### src/rtl/vc_arbiter.sv
// vc_arbiter: chooses which virtual-channel FIFO (VC0 or VC1) is popped each
// cycle for the two-VC output multiplexer. VC0 has strict priority, and a
// starvation guard forces a VC1 grant after MAX_STARVE consecutive VC0 grants
// while VC1 is waiting. No grant is issued when the head word's destination
// FIFO is almost full.
//
// Optional feature: define VC_ARB_STATS_EN to add saturating grant and stall
// counters (parameter CNT_W and ports gnt0_cnt, gnt1_cnt, stall_cnt).
//
// Ports:
//   clk, reset_L            clock, asynchronous active-low reset
//   vc0_empty, vc1_empty    VC FIFO empty flags
//   vc0_dest, vc1_dest      head-word destination (0=D0, 1=D1)
//   d0_almost_full,
//   d1_almost_full          destination FIFO almost-full flags
//   pop_vc0, pop_vc1        combinational FIFO pops
//   pop_delay_vc0/1         pops registered one cycle (mux data enables)
//   arb_state               current FSM state (debug)
//   gnt0_cnt, gnt1_cnt,
//   stall_cnt               statistics (VC_ARB_STATS_EN only)
module vc_arbiter #(
   parameter int unsigned MAX_STARVE = 4
`ifdef VC_ARB_STATS_EN
   ,
   parameter int unsigned CNT_W      = 16
`endif
) (
   input  logic             clk,
   input  logic             reset_L,
   input  logic             vc0_empty,
   input  logic             vc1_empty,
   input  logic             vc0_dest,
   input  logic             vc1_dest,
   input  logic             d0_almost_full,
   input  logic             d1_almost_full,
   output logic             pop_vc0,
   output logic             pop_vc1,
   output logic             pop_delay_vc0,
   output logic             pop_delay_vc1,
`ifdef VC_ARB_STATS_EN
   output logic [CNT_W-1:0] gnt0_cnt,
   output logic [CNT_W-1:0] gnt1_cnt,
   output logic [CNT_W-1:0] stall_cnt,
`endif
   output logic [1:0]       arb_state
);

   localparam int unsigned STARVE_W = 4;

   typedef enum logic [1:0] {
      IDLE = 2'd0,
      GNT0 = 2'd1,
      GNT1 = 2'd2
   } arb_state_e;

   arb_state_e          state_q, state_d;
   logic [STARVE_W-1:0] starve_cnt_q, starve_cnt_d;
   logic                pop_delay_vc0_q, pop_delay_vc0_d;
   logic                pop_delay_vc1_q, pop_delay_vc1_d;

   logic elig0, elig1, force1, both_af;

   // Eligibility: non-empty and destination has room.
   assign elig0   = !vc0_empty && !(vc0_dest ? d1_almost_full : d0_almost_full);
   assign elig1   = !vc1_empty && !(vc1_dest ? d1_almost_full : d0_almost_full);
   assign both_af = d0_almost_full && d1_almost_full;
   assign force1  = elig1 && (starve_cnt_q == STARVE_W'(MAX_STARVE));

   // Same-cycle grant; gated by reset so no pop leaks out while held in reset.
   assign pop_vc1 = reset_L && elig1 && (!elig0 || force1);
   assign pop_vc0 = reset_L && elig0 && !force1;

   // Next state records the last grant, independent of the current state.
   always_comb begin
      state_d = IDLE;
      if (pop_vc0) begin
         state_d = GNT0;
      end else if (pop_vc1) begin
         state_d = GNT1;
      end
   end

   // Starvation counter; holds while both destinations are blocked.
   always_comb begin
      starve_cnt_d = starve_cnt_q;
      if (both_af) begin
         starve_cnt_d = starve_cnt_q;
      end else if (pop_vc1 || !elig1) begin
         starve_cnt_d = '0;
      end else if (pop_vc0 && (starve_cnt_q < STARVE_W'(MAX_STARVE))) begin
         starve_cnt_d = starve_cnt_q + STARVE_W'(1);
      end
   end

   always_comb begin
      pop_delay_vc0_d = pop_vc0;
      pop_delay_vc1_d = pop_vc1;
   end

   always_ff @(posedge clk or negedge reset_L) begin
      if (!reset_L) begin
         state_q         <= IDLE;
         starve_cnt_q    <= '0;
         pop_delay_vc0_q <= 1'b0;
         pop_delay_vc1_q <= 1'b0;
      end else begin
         state_q         <= state_d;
         starve_cnt_q    <= starve_cnt_d;
         pop_delay_vc0_q <= pop_delay_vc0_d;
         pop_delay_vc1_q <= pop_delay_vc1_d;
      end
   end

   assign pop_delay_vc0 = pop_delay_vc0_q;
   assign pop_delay_vc1 = pop_delay_vc1_q;
   assign arb_state     = state_q;

`ifdef VC_ARB_STATS_EN
   logic [CNT_W-1:0] gnt0_cnt_q, gnt0_cnt_d;
   logic [CNT_W-1:0] gnt1_cnt_q, gnt1_cnt_d;
   logic [CNT_W-1:0] stall_cnt_q, stall_cnt_d;
   logic             stall;

   // A stall is any cycle with work queued but no grant.
   assign stall = (!vc0_empty || !vc1_empty) && !pop_vc0 && !pop_vc1;

   // Saturating statistics counters.
   always_comb begin
      gnt0_cnt_d  = gnt0_cnt_q;
      gnt1_cnt_d  = gnt1_cnt_q;
      stall_cnt_d = stall_cnt_q;
      if (pop_vc0 && (gnt0_cnt_q != '1)) begin
         gnt0_cnt_d = gnt0_cnt_q + CNT_W'(1);
      end
      if (pop_vc1 && (gnt1_cnt_q != '1)) begin
         gnt1_cnt_d = gnt1_cnt_q + CNT_W'(1);
      end
      if (stall && (stall_cnt_q != '1)) begin
         stall_cnt_d = stall_cnt_q + CNT_W'(1);
      end
   end

   always_ff @(posedge clk or negedge reset_L) begin
      if (!reset_L) begin
         gnt0_cnt_q  <= '0;
         gnt1_cnt_q  <= '0;
         stall_cnt_q <= '0;
      end else begin
         gnt0_cnt_q  <= gnt0_cnt_d;
         gnt1_cnt_q  <= gnt1_cnt_d;
         stall_cnt_q <= stall_cnt_d;
      end
   end

   assign gnt0_cnt  = gnt0_cnt_q;
   assign gnt1_cnt  = gnt1_cnt_q;
   assign stall_cnt = stall_cnt_q;
`endif

endmodule

### config.mk
export PLATFORM = sky130hd
export DESIGN_NAME = vc_arbiter
export DESIGN_NICKNAME = d
export VERILOG_FILES = /design/src/rtl/vc_arbiter.sv
export SDC_FILE = /design/constraint.sdc
export NUM_CORES = 1
export LEC_CHECK = 0
export CELL_PAD_IN_SITES_DETAIL_PLACEMENT = 1
export CELL_PAD_IN_SITES_GLOBAL_PLACEMENT = 2
export CORE_MARGIN = 2
export CORE_UTILIZATION = 26
export CTS_CLUSTER_DIAMETER = 60
export DETAILED_ROUTE_END_ITERATION = 16
export GPL_TIMING_DRIVEN = 0
export PLACE_DENSITY = 0.76
export SLEW_MARGIN = 20
export SYNTH_ARGS = -nofsm -noshare
export SYNTH_HDL_FRONTEND = slang
export SYNTH_SLANG_ARGS = --single-unit
### constraint.sdc
create_clock -name clk -period 2.75 [get_ports clk]
set_input_delay 0.275 -clock clk [delete_from_list [all_inputs] [get_ports clk]]
set_output_delay 0.275 -clock clk [all_outputs]
set_load 0.005 [all_outputs]
Word level (Yosys, flattened, before mapping)
Cells that the tools add are included.

Mux-type cells: 6. Order comparisons: 1. Reductions and logical operators: 20. Bitwise gates (word level): 1. $add $sub $neg: 1. Eq/ne operators: 1.

Operators with widths (number): logical AND 1 bit (9); two-way mux 4 bit (2); zero test 1 bit (7); adder 4 x 1 -> 4 bit (second input constant) (1); equality test 4 x 3 -> 1 bit (second input constant) (1); less-than comparator 4 x 3 -> 1 bit (second input constant) (1); two-way mux 2 bit (2); logical OR 1 bit (2); two-way mux 1 bit (2); AND reduction 2 bit (1); nonzero test 2 bit (1); NOT 1 bit (1).

Flip-flop bits (word level): 8. Bits of input ports: 8. Word-level logic and storage cells: 34.

Depth between registers and ports, before layout
Word-level depth: 9. Gate-level depth with buffers: 6. Gate-level depth less buffers: 6.

Least setup slack after synthesis
Ideal clock, no wire load.

Kind: register to output. Start: register starve_cnt_q[0]. End: output pop_vc0. Required time: 2.475 ns. Arrival time: 1.014 ns. Buffers on the path: 0. Stages on the path, launching flop included: 5. Slack: 1.461 ns. Cell sequence: dfrtp_1 -> inv_1 -> ha_1 -> nor2b_1 -> a211oi_1.

Cells in the longest elaborated chain, start to end: 4.

Ends and longest elaborated chain: from (decl) (line 57) `logic [STARVE_W-1:0] starve_cnt_q, starve_cnt_d;`; from (signal assigned) (line 108) `starve_cnt_q <= starve_cnt_d;`; equality test 4 x 3 -> 1 bit (line 67) `assign force1 = elig1 && (starve_cnt_q == STARVE_W'(MAX_STARVE));`; logical AND 1 bit (line 67); zero test 1 bit (line 71) `assign pop_vc0 = reset_L && elig0 && !force1;`; logical AND 1 bit (line 71); to (decl) (line 36) `output logic pop_vc0,`.

Every way passes these cells.

Worst setup path in the final report
Start: input d1_almost_full. End: output pop_vc0.

Cells in the longest elaborated chain, start to end: 6. Elaborated cells on any way between the ends: 10. Classes of those cells: mux: 2; reduce/logical: 8.

Ends and longest elaborated chain: from (decl) (line 35) `input logic d1_almost_full,`; two-way mux 1 bit (line 65) `assign elig1 = !vc1_empty && !(vc1_dest ? d1_almost_full : d0_almost_full);`; zero test 1 bit (line 65); logical AND 1 bit (line 65); logical AND 1 bit (line 67); zero test 1 bit (line 71); logical AND 1 bit (*) (line 71).

Every way passes the cells marked *; elsewhere a longest branch is shown, timed or not.

==> results.md <==
* IO buf count at 13
* Flops & latches, synth at 7
* Crit start category: input port
* Critical Path AT at ~2200 ps
* Tmin final at 2422 ps
* Status: finished clean
* H-tree levels at 1
* Largest cells by area after synthesis: dfrtp_1, ha_1, nand2_1
* CP Max Fanout at 5
* Chip height at about 44 um
* Worst path slowest cell: clkdlybuf4s50_1
* Total CTS buffers at 3
* CTS Sinks at 7
* VDD IR-drop max at a little over 0.0001 V
* Worst setup path category: in2out
* Int Pwr at about 0.2 mW
* DP Worst Slack at between 300 and 400 ps
* Hold buffers post-CTS at 0
* Post-synth top area cell: dfrtp_1
* # IOs at 14
* Largest net degree at the start of global routing at 14
* CP peak stage delay at roughly 560 ps
* Combinational fraction of design power at approximately a quarter
* Rel. slew slack at 66.24%
* Cell family with most CP delay: buffers and inverters
* Final core occ at between 30% and 40%
* Starting Density at 27.91%
* DR iter-0 viols at 9
* Area growth syn-to-layout at 41.47%
* DP Area at approximately 580 um2
* Setup TNS Final at 0 ps
* Nature of the critical path endpoint: output port
* DR WL/cell at approximately 13 um
* Vias per cell at 4.936
* Post-CTS Setup Inserts at 0
* Count of different cell masters after synthesis at 24
* Root buf cell: clkbuf_4
* Min-Delay Path Class: in2async
* Sequential fraction of the synthesis area at between 40% and 50%
* Nets at 73
* Detailed-route via count at ~390
* Sw Share at 28.11%
* CTS tree: done
* Initial antenna violation count at 0
* Syn_area_per_cell at ~9.5 um2
* Worst-margin pin slew at just over 500 ps
* CP bufs+invs at 2
* Commonest non-fill, non-tap cells in the layout: clkdlybuf4s50_1, dfrtp_1, nand2_1
* Worst skew pair latency at 250 ps
* Most frequent CP cell: clkdlybuf4s50_1
* First-pass GRT wire length at 1773 um
* WL final at roughly 1000 um
* Top cell type's share of synthesized area at 41.18%
* Die ar. at ~2000 um2
* CTS resizes at 0
* Die width at between 40 and 50 um
* Final Slew Violations at 0
* Syn nets at 55
* RePlAce Congestion at about 0.72
* Overall Power at about 0.28 mW
* Final setup violation count at 0
* Pwr Density at between 400 and 500 nW/um2
* CP cell instances: clkdlybuf4s50_1 > nand2_1 > nor3b_2 > and2_1 > a211oi_1 > clkdlybuf4s50_1
* Grt total ovfl at 0
* Synth Instances at 45
* Mapped Area at approximately 430 um2
* DRC errors left at 0
* Final hold vios at 0
* Overall Global Routing Usage at 13.23%
* Psw at roughly 0.08 mW
* Clk network pwr share at 34.8%
* Leak at between 0.2 and 0.3 nW
* CTS Buffer Depth at 2
* Period utilisation layout at 88.08%
* Finished Layout Cells at 78
* HPWL Detailed at around 770 um
* Setup Skew at 1.348 ps
* Placed Cells at 74
* Antenna diodes at 0
* Max-Cap Viols at 0
* # rows at 14
* Final hold slack at roughly 360 ps
* Ys Warns at 0
* Fin area at ~600 um2
* Sequential power share at 41.6%
* Antenna Nets Post-Route at 0
* Clock slew at reported path FFs at about 60 ps
* CP required at approximately 2500 ps
* Layout cell share with drive strength beyond 1 at around an eighth
* F_max at between 400 and 500 MHz
* Vias in the first global route at approximately 390
* RSZ-0062 raised after global routing: no
* Core outline area at approximately 1500 um2
* Commonest non-fill, non-tap cell in the layout: clkdlybuf4s50_1
* DRT Pass-1 Iters at 5
* Setup ws final at ~330 ps
## area by class of cell
class                   count  area [um2]
flip-flops and latches      7       175.2
inverters                   4       15.01
fillers                   186       922.1
well taps                  16       20.02
plain buffers               1       7.507
repair buffers             13       130.1
multi-input cells          33       227.7
clock buffers               4       26.28
## final timing paths
kind | startpoint | to | slack (ps) | depth (start not counted)
worst max-delay path | d1_almost_full | pop_vc0 | 330 | 6
max in group asynchronous | reset_L | starve_cnt_q[0] | 2050 | 1
min in group clk | starve_cnt_q[0] | starve_cnt_q[0] | 580 | 1
worst min-delay path | reset_L | arb_state[0] | 360 | 1
worst max register to register | starve_cnt_q[0] | starve_cnt_q[2] | 1310 | 5
worst min register to register | starve_cnt_q[0] | starve_cnt_q[0] | 580 | 1
## per-layer routing
metal | vias up | routed length, um | part of all wire (%) | global-route usage (%)
met5 | - | 0 | 0 | 0
met4 | 0 | 19 | 1.8 | 10.91
met3 | 2 | 54 | 5.2 | 4.082
met2 | 15 | 522 | 50 | 20.29
met1 | 178 | 447 | 43 | 14.93
li1 | 190 | - | - | -
## sequential cells by signal, indices dropped and copies added, names as in the netlist
register / flops
arb_state: 2
pop_delay_vc1: 1
starve_cnt_q: 4
## power groups by stage
stage	Clock [mW]	Combinational, mW	Sequential, mW
floorplan	0	0.0337	0.117
global placement	0	0.0646	0.118
detailed placement	0	0.0658	0.118
CTS	0.102	0.0673	0.117
global route	0.109	0.0728	0.117
finish	0.0974	0.0657	0.116
## cell usage after synthesis, drive strengths merged
master	count
o22a	1
o211ai	1
nand2	5
inv	4
nor3b	2
and4	1
a21boi	2
a22o	1
and2	2
buf	1
a211oi	2
nand3	1
o21ai	3
a221o	1
nor2	3
a21oi	1
and3	1
dfrtp	7
mux2i	1
nor2b	3
ha	2
## kinds of logic after synthesis
| family | share of synthesized area [%] |
|---|---|
| AO/OA/AOI/OAI | 20.00 |
| adder cells (fa/ha/maj) | 5.881 |
| flip-flops | 41.18 |
| multiplexers | 2.353 |
| AND/OR/NAND/NOR | 25.30 |
| buffers and inverters | 5.294 |
(Power assumes the default switching activity.)
